**src/rtl/depth_test_unit.sv**
```systemverilog
// Z-buffer depth test: read stored depth, compare, write depth+colour on pass.
// Also sweeps the depth buffer to the far plane on request.
module depth_test_unit #(
    parameter int                   ADDR_W      = 26,
    parameter int                   DEPTH_W     = 32,
    parameter int                   NUM_PIXELS  = 307200,
    parameter logic [DEPTH_W-1:0]   CLEAR_DEPTH = DEPTH_W'(32'h7FFF_FFFF)
) (
    input  logic               clock,
    input  logic               reset,
    input  logic               in_valid,
    input  logic [ADDR_W-1:0]  in_addr,
    input  logic [23:0]        in_color,
    input  logic [DEPTH_W-1:0] in_depth,
    input  logic               done_in,
    input  logic               clear_start,
    output logic               stall_out,
    output logic               zb_req,
    output logic               zb_we,
    output logic [ADDR_W-1:0]  zb_addr,
    output logic [DEPTH_W-1:0] zb_wdata,
    input  logic               zb_ack,
    input  logic [DEPTH_W-1:0] zb_rdata,
    output logic               fb_req,
    output logic [ADDR_W-1:0]  fb_addr,
    output logic [23:0]        fb_wdata,
    input  logic               fb_ack,
    output logic               clear_busy,
    output logic               done_out,
    output logic [31:0]        pass_count,
    output logic [31:0]        fail_count
);

    typedef enum logic [2:0] {IDLE, RD, CMP, WR, CLEAR} state_t;

    localparam logic [ADDR_W-1:0] LAST = ADDR_W'(NUM_PIXELS - 1);

    state_t             state;
    logic               clear_pend;
    logic               done_pend;
    logic               zb_done;
    logic               fb_done;
    logic [ADDR_W-1:0]  frag_addr;
    logic [23:0]        frag_color;
    logic [DEPTH_W-1:0] frag_depth;
    logic [DEPTH_W-1:0] stored;
    logic [ADDR_W-1:0]  clr_cnt;
    logic               take;
    logic               zb_hit;
    logic               fb_hit;

    assign stall_out = (state != IDLE) || clear_pend;
    assign done_out  = (state == IDLE) && done_pend;
    assign take      = (state == IDLE) && in_valid && !stall_out;
    assign zb_hit    = zb_req && zb_ack;
    assign fb_hit    = fb_req && fb_ack;

    always_ff @(posedge clock or negedge reset) begin
        if (!reset) begin
            state      <= IDLE;
            clear_pend <= 1'b0;
            done_pend  <= 1'b0;
            zb_done    <= 1'b0;
            fb_done    <= 1'b0;
            frag_addr  <= '0;
            frag_color <= '0;
            frag_depth <= '0;
            stored     <= '0;
            clr_cnt    <= '0;
            zb_req     <= 1'b0;
            zb_we      <= 1'b0;
            zb_addr    <= '0;
            zb_wdata   <= '0;
            fb_req     <= 1'b0;
            fb_addr    <= '0;
            fb_wdata   <= '0;
            clear_busy <= 1'b0;
            pass_count <= '0;
            fail_count <= '0;
        end else begin
            if (clear_start && state != CLEAR)
                clear_pend <= 1'b1;
            if (done_out)
                done_pend <= 1'b0;
            if (done_in)
                done_pend <= 1'b1;

            case (state)
                IDLE: begin
                    if (clear_pend) begin
                        state      <= CLEAR;
                        clear_pend <= 1'b0;
                        clear_busy <= 1'b1;
                        clr_cnt    <= '0;
                        pass_count <= '0;
                        fail_count <= '0;
                        zb_req     <= 1'b1;
                        zb_we      <= 1'b1;
                        zb_addr    <= '0;
                        zb_wdata   <= CLEAR_DEPTH;
                    end else if (take) begin
                        state      <= RD;
                        frag_addr  <= in_addr;
                        frag_color <= in_color;
                        frag_depth <= in_depth;
                        zb_req     <= 1'b1;
                        zb_we      <= 1'b0;
                        zb_addr    <= in_addr;
                    end
                end
                RD: begin
                    if (zb_hit) begin
                        stored <= zb_rdata;
                        zb_req <= 1'b0;
                        state  <= CMP;
                    end
                end
                CMP: begin
                    // strictly nearer wins; a tie keeps the stored pixel
                    if ($signed(frag_depth) < $signed(stored)) begin
                        state    <= WR;
                        zb_req   <= 1'b1;
                        zb_we    <= 1'b1;
                        zb_addr  <= frag_addr;
                        zb_wdata <= frag_depth;
                        fb_req   <= 1'b1;
                        fb_addr  <= frag_addr;
                        fb_wdata <= frag_color;
                        zb_done  <= 1'b0;
                        fb_done  <= 1'b0;
                        if (pass_count != 32'hFFFF_FFFF)
                            pass_count <= pass_count + 32'd1;
                    end else begin
                        state <= IDLE;
                        if (fail_count != 32'hFFFF_FFFF)
                            fail_count <= fail_count + 32'd1;
                    end
                end
                WR: begin
                    if (zb_hit) begin
                        zb_req  <= 1'b0;
                        zb_done <= 1'b1;
                    end
                    if (fb_hit) begin
                        fb_req  <= 1'b0;
                        fb_done <= 1'b1;
                    end
                    if ((zb_done || zb_hit) && (fb_done || fb_hit))
                        state <= IDLE;
                end
                CLEAR: begin
                    if (zb_hit) begin
                        if (clr_cnt == LAST) begin
                            state      <= IDLE;
                            zb_req     <= 1'b0;
                            clear_busy <= 1'b0;
                        end else begin
                            clr_cnt <= clr_cnt + 1'b1;
                            zb_addr <= clr_cnt + 1'b1;
                        end
                    end
                end
                default: state <= IDLE;
            endcase
        end
    end

endmodule
```
**config.mk**
```make
export PLATFORM = sky130hd
export DESIGN_NAME = depth_test_unit
export DESIGN_NICKNAME = d
export VERILOG_FILES = /design/src/rtl/depth_test_unit.sv
export SDC_FILE = /design/constraint.sdc
export NUM_CORES = 1
export LEC_CHECK = 0
export CAP_MARGIN = 20
export CORE_UTILIZATION = 45
export DETAILED_ROUTE_END_ITERATION = 10
export GPL_TIMING_DRIVEN = 0
export PLACE_DENSITY = 0.8
export SLEW_MARGIN = 20
export SYNTH_ARGS = -nofsm -noshare
export SYNTH_HDL_FRONTEND = slang
export SYNTH_SLANG_ARGS = --single-unit
```
**constraint.sdc**
```tcl
create_clock -name clock -period 2.75 [get_ports clock]
set_input_delay 0.55 -clock clock [delete_from_list [all_inputs] [get_ports clock]]
set_output_delay 0.55 -clock clock [all_outputs]
set_load 0.05 [all_outputs]
```
==> results of run 1 <==
-- cell usage after synthesis (14+ instances only) --
cell type | n | area [µm²]
a21oi_1 | 64 | 320.3
a222oi_1 | 19 | 190.2
and3_1 | 30 | 187.7
clkbuf_1 | 63 | 236.5
dfrtp_1 | 323 | 8083
ha_1 | 34 | 425.4
inv_1 | 56 | 210.2
mux2_2 | 170 | 1914
nand2_1 | 118 | 442.9
nand3_1 | 55 | 275.3
nand4_1 | 14 | 87.58
nor2_1 | 139 | 521.8
nor3_1 | 15 | 75.07
o21ai_0 | 119 | 595.6
o41ai_1 | 29 | 254.0
or3_1 | 17 | 106.4
xor2_1 | 15 | 131.4
-- routing by layer --
metal	track usage (%)	vias up	routed length, µm
met5	0	-	0
met4	8.000	0	1382
met3	7.098	99	4061
met2	42.57	518	22150
met1	33.39	6517	18330
li1	-	5836	-
-- worst reg2reg max path, stage by stage, from the launching register on --
cell and delay [ns]:
dfrtp_1 0.39, ha_1 0.32, a21o_1 0.19, a21o_1 0.18, a21oi_4 0.17, o2111a_2 0.32, nor2_4 0.10, o21ai_4 0.34
clkbuf_16 0.24, clkbuf_8 0.15, mux2_2 0.33
-- layout make-up --
| type | instances | area [µm²] |
|---|---|---|
| repair buffers | 350 | 3657 |
| diodes | 3 | 7.507 |
| multi-input cells | 952 | 7173 |
| clock inverters | 15 | 190.2 |
| inverters | 56 | 210.2 |
| fillers | 2390 | 11080 |
| plain buffers | 77 | 678.2 |
| clock buffers | 49 | 1041 |
| well taps | 442 | 553.0 |
| flip-flops and latches | 323 | 8109 |
-- sequential cells by signal (all words and copies together) (netlist names), 3 cells and up --
name,flops
clr_cnt,26
fail_count,32
fb_addr,26
fb_wdata,24
frag_addr,26
frag_color,24
frag_depth,32
pass_count,32
state,3
stored,32
zb_addr,26
zb_wdata,32
-- logic make-up (layout without fill, tap and decap cells) --
logic type / count (synthesis) / in the layout
fa+ha+maj: 34 / 34
xor+xnor: 25 / 25
buf+inv: 136 / 547
simple gates: 428 / 428
other cells: 0 / 3
compound gates: 289 / 291
flops: 323 / 323
mux: 174 / 174
-- per-stage QoR --
step,hold slack (ns),util [%],instances,TNS (ns)
detailed placement,0.4579,57.30,2153,-162.28
finish,0.008137,66.11,2267,-3.335
global placement,0.4503,57.00,2149,-4323.53
global route,0.05224,66.10,2265,-25.02
CTS,0.05401,63.93,2245,-3.491
floorplan,0.2544,-,1409,-0.01874
-- final timing paths --
kind / from / end / slack [ns] / cells after the start
setup / recovery: frag_depth[25] / fb_wdata[12] / -0.07 / 10
hold / removal: reset / fb_addr[16] / 0.008 / 1
setup reg to reg: frag_depth[25] / fb_wdata[12] / -0.07 / 10
hold reg to reg: done_pend / done_pend / 0.47 / 1
max in group asynchronous: reset / frag_depth[10] / 1.45 / 3
min in group clock: done_pend / done_pend / 0.47 / 1
-- power breakdown --
group | switching [mW] | internal (mW) | leakage, nW
clock network | 2.00 | 3.04 | 0.602
logic | 0.398 | 0.318 | 4.90
registers | 0.0711 | 4.82 | 4.27
-- what timing repair did --
item	4_1_cts	5_1_grt
buffers inserted	24	8
pin swaps	19	23
resized for setup	157	134
setup endpoints to repair	215	252
cloned	7	11
==> flow_summary.yaml, run 1 <==
drt:
  dr_total_vias: 12970
  wl_per_cell_um: 20.26
  drc: 0
  drt_iter0_markers: 983
  viasPerCell: 5.721
  detailedRoute.firstPassIterationCount: 5
  routed_wl_um: 45920
  ant_nets: 0
grt:
  grt_pass1_wl_um: 69250
  grt_use_total_pct: 25.97
  grt-ovfl-total: 0
  grt_pass1_vias: 12664
  grt_max_degree: 95
  antenna_found_initial: 3
floorplanning:
  initial_core_util_pct: 46.04
  die_h_um: 184.9
  boundaryPins: 299
  row_count: 66
  die_width_um: 184.9
  core_area_mm2: 0.03270
  dieArea_mm2: 0.03419
synth:
  ys_seq_area_share_pct: 53.69
  synth_edf_count: 0
  ys_types: 55
  post_synth_inst_count: 1409
  synth_fa_ha_area_share_pct: 2.826
  synth_xor_area_share_pct: 1.454
  synth_compound_area_share_pct: 12.26
  async_reset_ff_share_pct: 100.0
  synthMuxAreaShare_pct: 12.98
  synth_simple_gate_area_share_pct: 13.25
  ys.warnings.count: 0
  synth_nets: 1564
  syn_avg_cell_area_um2: 10.69
  ys_ff_latch: 323
  ys.flop_type: "dfrtp_1"
  synth_top_family_by_area: "simple AND/OR/NAND/NOR gates"
  netlist_area_mm2: 0.01506
layout:
  final_cell_area_mm2: 0.02162
  nNetsFinal: 1951
  final_cell_mix: "dfrtp_1 (302), clkdlybuf4s50_1 (295), mux2_2 (170)"
  drive_gt1_share_pct: 25.25
  final_common_cell: "dfrtp_1"
  syn_to_final_growth_pct: 43.60
pwr:
  p_total_mw: 10.65
  powerDensity_mw_per_mm2: 492.4
  peakVddDrop_v: 0.0004467
  p_leak_nw: 9.775
flow_run:
  maxCapViolations: 0
clock_network:
  numCtsBuffers: 36
  insertion_delay_ns: 0.53
  path_clk_slew_ns: 0.06
  ctsHoldBuffers: 0
  clock_sinks: 323
  ctsLongestPathBuffers: 3
  cts_tree: "yes"
  htreeDepth: 2
  root_buffer: "clkbuf_16"
setup_path:
  cp-start-kind: "flip-flop"
  crit_chain: "ha_1 > a21o_1 > a21o_1 > a21oi_4 > o2111a_2 > nor2_4 > o21ai_4 > clkbuf_16 > clkbuf_8 > mux2_2"
  path_max_fanout: 6
  slowest_stage: "dfrtp_1"
  crit_family: "compound AO/OA/AOI/OAI gates"
  cp.arrival_ns: 3.23
  slowest_delay_ns: 0.39
  worst_setup_path_end_kind: "flip-flop"
  crit_required_ns: 3.16
  criticalPathCategory: "reg -> reg"
  cp_common_cell: "a21o_1"
  path_buf_inv: 2
status:
  violations: "setup timing"
  status: "finished, violations left"
placed_design:
  place_ws_ns: -1.234
  dp_hpwl_um: 30210
  io_buffers: 298
  placed_area_mm2: 0.01874
  gp_congestion: 0.9242
min_path:
  worstHoldPathType: "in -> async"
sta:
  finalClockSkew_ns: 0.02402
  setup_viol: 86
  finalHoldViolCount: 0
  worst_slack_ns: -0.07310
  worst_slew_pin_slew_ns: 0.7923
  drv_slew: 0
  relSlewSlack_pct: 47.18
  fmax_mhz: 354.2
  period_share_pct: 102.7
  rsz0062_at_grt: "yes"
  post-route-min-period_ns: 2.823
Note: power is estimated with default switching activity, not from simulation.
==> run 2: changes to the inputs <==
Settings changed: HOLD_SLACK_MARGIN set to 0.1.
==> run 2 against run 1 <==
  * The run still ends with setup timing left
  * First-iteration DRC count rose by 7.8%
  * Critical path type unchanged
  * Critical path depth did not move
  * Die area did not move
  * Sequential power barely moved
  * Total power barely moved
  * Sequential share of layout area barely moved
==> flow_summary.yaml, run 2 (synthesis gave the netlist of run 1 again) <==
status:
  status: "finished, violations left"
  violations: "setup timing"
clock_network:
  root_buffer: "clkbuf_16"
  numCtsBuffers: 36
  clock_sinks: 323
  path_clk_slew_ns: 0.06
  insertion_delay_ns: 0.53
  ctsLongestPathBuffers: 3
  htreeDepth: 2
  cts_tree: "yes"
sta:
  post-route-min-period_ns: 2.836
  tns_ns: -3.983
  period_share_pct: 103.1
  relSlewSlack_pct: 47.04
  setup_viol: 85
  finalHoldViolCount: 0
  drv_slew: 0
  worst_slew_pin_slew_ns: 0.7944
  worst_slack_ns: -0.08599
  rsz0062_at_grt: "yes"
  finalClockSkew_ns: 0.02399
  fmax_mhz: 352.6
placed_design:
  dp_hpwl_um: 30210
  gp_congestion: 0.9242
  place_ws_ns: -1.234
  io_buffers: 298
min_path:
  holdPathStages: 1
  hp-start: "done_pend"
  worstHoldPathType: "reg -> reg"
setup_path:
  slowest_stage: "dfrtp_1"
  worst_setup_path_end_kind: "flip-flop"
  cp.arrival_ns: 3.24
  path_max_fanout: 6
  slowest_delay_ns: 0.39
  criticalPathCategory: "reg -> reg"
  crit_chain: "ha_1 > a21o_1 > a21o_1 > a21oi_4 > o2111a_2 > nor2_4 > o21ai_4 > clkbuf_16 > clkbuf_8 > mux2_2"
  crit_required_ns: 3.16
  worstSetupStartpoint: "frag_depth[25]"
  ff2ff_path_depth: 10
  cp-start-kind: "flip-flop"
  cp_common_cell: "a21o_1"
  reg2reg_from: "frag_depth[25]"
drt:
  viasPerCell: 5.728
  wl_per_cell_um: 20.24
  dr_total_vias: 12991
  drc: 0
  detailedRoute.firstPassIterationCount: 5
  drt_iter0_markers: 1060
  routed_wl_um: 45910
  ant_nets: 0
grt:
  grt-ovfl-total: 0
  grt_pass1_wl_um: 69250
  grt_use_total_pct: 25.97
  grt_pass1_vias: 12664
  grt_max_degree: 95
  antenna_found_initial: 3
layout:
  final_common_cell: "dfrtp_1"
  drive_gt1_share_pct: 25.23
  final_cell_mix: "dfrtp_1 (302), clkdlybuf4s50_1 (295), mux2_2 (170)"
  final_util_pct: 66.14
  n_fill_cell: 2389
  nNetsFinal: 1952
  syn_to_final_growth_pct: 43.66
pwr:
  powerDensity_mw_per_mm2: 492.2
  p_leak_nw: 9.779
  peakVddDrop_v: 0.0004466
flow_run:
  maxCapViolations: 0
floorplanning:
  die_width_um: 184.9
  initial_core_util_pct: 46.04
  die_h_um: 184.9
  dieArea_mm2: 0.03419
  row_count: 66
  core_area_mm2: 0.03270
  boundaryPins: 299
[run 2: cell count changes in the layout (fill, tap and decap cells not counted)]
cell           change
dlygate4sd3_1      +1
[run 2: metrics by stage]
| step | hold WS (ns) | std cells | power [mW] | cell area [µm²] |
|---|---|---|---|---|
| 5_1_grt | 0.4849 | 2266 | 10.95 | 21620 |
| 3_3_place_gp | 0.4503 | 2149 | 5.641 | 18640 |
| 4_1_cts | 0.4704 | 2246 | 10.70 | 20920 |
| 6_report | 0.4688 | 2268 | 10.65 | 21630 |
| 2_1_floorplan | 0.2544 | 1409 | 5.227 | 15100 |
| 3_5_place_dp | 0.4579 | 2153 | 5.671 | 18740 |
[run 2: worst max-delay path: cells and delay by family (launching register included)]
kind / cells / cell delay, ns
flops: 1 / 0.39
buf+inv: 2 / 0.38
fa+ha+maj: 1 / 0.31
mux: 1 / 0.33
compound gates: 5 / 1.22
simple gates: 1 / 0.10
[run 2: layout make-up]
| type | instances | area (µm²) | share of cell area, % |
|---|---|---|---|
| antenna | 3 | 7.507 | 0.03471 |
| buffer | 77 | 678.2 | 3.135 |
| clock inverter | 15 | 190.2 | 0.8793 |
| tap | 442 | 553.0 | 2.557 |
| multi-input combinational | 952 | 7173 | 33.16 |
| timing repair buffer | 351 | 3667 | 16.95 |
| sequential | 323 | 8109 | 37.49 |
| inverter | 56 | 210.2 | 0.9718 |
| clock buffer | 49 | 1041 | 4.813 |
[run 2: power breakdown]
| part | internal [mW] | total (mW) | switching [mW] |
|---|---|---|---|
| logic | 0.319 | 0.718 | 0.399 |
| clock network | 3.04 | 5.03 | 2.00 |
| registers | 4.82 | 4.89 | 0.0728 |
[run 2: metal layers]
metal  GRT usage [%]  share of wire [%]
met3           7.098                9.2
met2           42.57                 48
met4           8.000                3.1
met1           33.39                 40
met5               0                  0
[run 2: repair_timing]
action | 4_1_cts | 5_1_grt
cloned | 7 | 11
endpoints found under the hold margin | 80 | 0
endpoints found under the setup margin | 215 | 252
resized for setup | 157 | 134
hold buffers | 1 | 0
buffers inserted | 24 | 8
pin swaps | 19 | 23
[run 2: path summary, 6_finish.rpt]
path / slack, ns / endpoint
setup reg to reg: -0.09 / fb_wdata[12]
setup / recovery: -0.09 / fb_wdata[12]
hold reg to reg: 0.47 / done_pend
max in group asynchronous: 0.84 / frag_depth[10]
hold / removal: 0.47 / done_pend
min in group asynchronous: 0.61 / fb_addr[16]
==> run 3: changes to the inputs <==
Settings changed: CORE_UTILIZATION 45 to 47, PLACE_DENSITY 0.8 to 0.83, SETUP_SLACK_MARGIN set to 0.3.
==> run 3 against run 2 <==
  * The run still ends with setup timing left
  * Core utilization increased by 6.3 points
  * Clock power shrank 1%
  * Critical path depth increased by 4
  * Combinational power increased by 13%
  * Largest cell class unchanged
  * Highest routed layer is now met5
==> flow_summary.yaml, run 3 (synthesis gave the netlist of run 1 again) <==
sta:
  fmax_mhz: 349.4
  period_share_pct: 104.1
  tns_ns: -8.470
  worst_slack_ns: -0.1117
  finalClockSkew_ns: 0.02272
  post-route-min-period_ns: 2.862
  relSlewSlack_pct: 44.36
  worst_slew_pin_slew_ns: 0.8346
  setup_viol: 154
  finalHoldViolCount: 0
  drv_slew: 0
  rsz0062_at_grt: "yes"
setup_path:
  cp.arrival_ns: 3.32
  slowest_stage: "dfrtp_1"
  crit_family: "compound AO/OA/AOI/OAI gates"
  path_max_fanout: 5
  slowest_delay_ns: 0.40
  cp_common_cell: "buf_6"
  path_buf_inv: 5
  criticalPathCategory: "reg -> reg"
  crit_chain: "inv_2 > ha_4 > a21oi_4 > o21ai_4 > a221oi_4 > o21ai_4 > a2111oi_4 > buf_6 > buf_6 > o31a_1 > buf_6 > buf_8 > a21o_1 > a21o_1"
  crit_required_ns: 3.21
  cp-start-kind: "flip-flop"
  worst_setup_path_end_kind: "flip-flop"
grt:
  grt_max_degree: 99
  grt_use_total_pct: 27.97
  grt_pass1_vias: 13170
  grt-ovfl-total: 0
  gr-usage-met3_pct: 6.894
  grt_pass1_wl_um: 72600
  grt_util_met2_pct: 47.51
  use_met1_pct: 35.29
  grt_busiest_layer: "met2"
  antenna_found_initial: 4
layout:
  multi_input_comb_area_mm2: 0.007844
  final_util_pct: 72.43
  nNetsFinal: 1993
  drive_gt1_share_pct: 34.91
  final_cell_mix: "clkdlybuf4s50_1 (291), dfrtp_1 (284), mux2_2 (165)"
  syn_to_final_growth_pct: 51.80
  final_common_cell: "clkdlybuf4s50_1"
  seqCellArea_mm2: 0.008132
  fin_cells: 2271
  n_fill_cell: 1982
clock_network:
  numCtsBuffers: 36
  cts_tree: "yes"
  clock_sinks: 323
  root_buffer: "clkbuf_16"
  ctsLongestPathBuffers: 3
  path_clk_slew_ns: 0.06
  insertion_delay_ns: 0.54
  htreeDepth: 2
drt:
  drc: 0
  viasPerCell: 5.931
  drt_iter0_markers: 1117
  detailedRoute.firstPassIterationCount: 6
  routed_wl_um: 51430
  ant_nets: 0
  dr_total_vias: 13469
  wl_per_cell_um: 22.65
placed_design:
  dpl.cell_count: 2113
  io_buffers: 298
  dp_hpwl_um: 30670
  gp_congestion: 0.8951
status:
  status: "finished, violations left"
  violations: "setup timing"
floorplanning:
  core_area_mm2: 0.03156
  boundaryPins: 299
  row_count: 65
  initial_core_util_pct: 47.71
  die_width_um: 181.0
  dieArea_mm2: 0.03275
  die_h_um: 181.0
pwr:
  powerDensity_mw_per_mm2: 467.9
  peakVddDrop_v: 0.0005512
  p_leak_nw: 10.45
  p_total_mw: 10.69
min_path:
  worstHoldPathType: "reg -> reg"
flow_run:
  maxCapViolations: 0
run 3: changes by cell type in the layout (fill, tap and decap cells not counted), sizes merged, moves of 2 or more:
cell	change
clkinv	+4
clkdlybuf4s50	-4
dlymetal6s2s	+4
dlygate4sd2	-2
buf	+43
run 3: metrics by stage:
step                setup WS [ns]  hold slack, ns  area (µm²)
global placement           -14.04          0.4507       18730
finish                    -0.1117          0.4717       22850
CTS                      -0.04615          0.4704       21040
floorplan                 0.02280          0.2544       15250
global route              -0.2217          0.4883       22840
detailed placement        -0.9101          0.4572       18840
run 3: area by class of cell:
type	count	share of cell area (%)
Tap cell	402	2.201
Multi-Input combinational cell	952	34.32
Antenna cell	4	0.04380
Timing Repair Buffer	389	18.17
Sequential cell	323	35.58
Clock buffer	48	4.402
Buffer	80	3.493
Inverter	56	0.9197
Clock inverter	17	0.8705
run 3: worst reg2reg max path: stages, from the launching register on:
cell and delay [ns]:
dfrtp_1 0.40, inv_2 0.10, ha_4 0.21, a21oi_4 0.17, o21ai_4 0.10, a221oi_4 0.34
o21ai_4 0.12, a2111oi_4 0.32, buf_6 0.19, buf_6 0.13, o31a_1 0.23, buf_6 0.17
buf_8 0.12, a21o_1 0.09, a21o_1 0.10
run 3: power by group:
| group | internal (mW) | switching [mW] | leakage, nW |
|---|---|---|---|
| Clock | 2.89 | 2.08 | 0.593 |
| Combinational | 0.382 | 0.430 | 5.62 |
| Sequential | 4.82 | 0.0861 | 4.24 |
run 3: final timing paths:
path | cells after the start | slack [ns] | start | end
worst max-delay path | 14 | -0.11 | stored[9] | fail_count[15]
worst min-delay path | 1 | 0.47 | done_pend | done_pend
worst max register to register | 14 | -0.11 | stored[9] | fail_count[15]
worst min register to register | 1 | 0.47 | done_pend | done_pend
max in group asynchronous | 4 | 0.97 | reset | fb_wdata[0]
min in group asynchronous | 2 | 0.58 | reset | fail_count[6]
run 3: metal layers:
layer	share of wire, %	vias to the layer above
met4	3.2	2
met3	8.5	134
met2	50	651
met5	0.025	-
met1	39	6757
li1	-	5925
run 3: timing repair:
action                                  CTS  global route
gates cloned                              6            23
resized for setup                       174           382
hold buffers                              1             0
setup buffers                            35            24
pin swaps                                34           104
hold endpoints to repair                 64             0
endpoints found under the setup margin  265           259
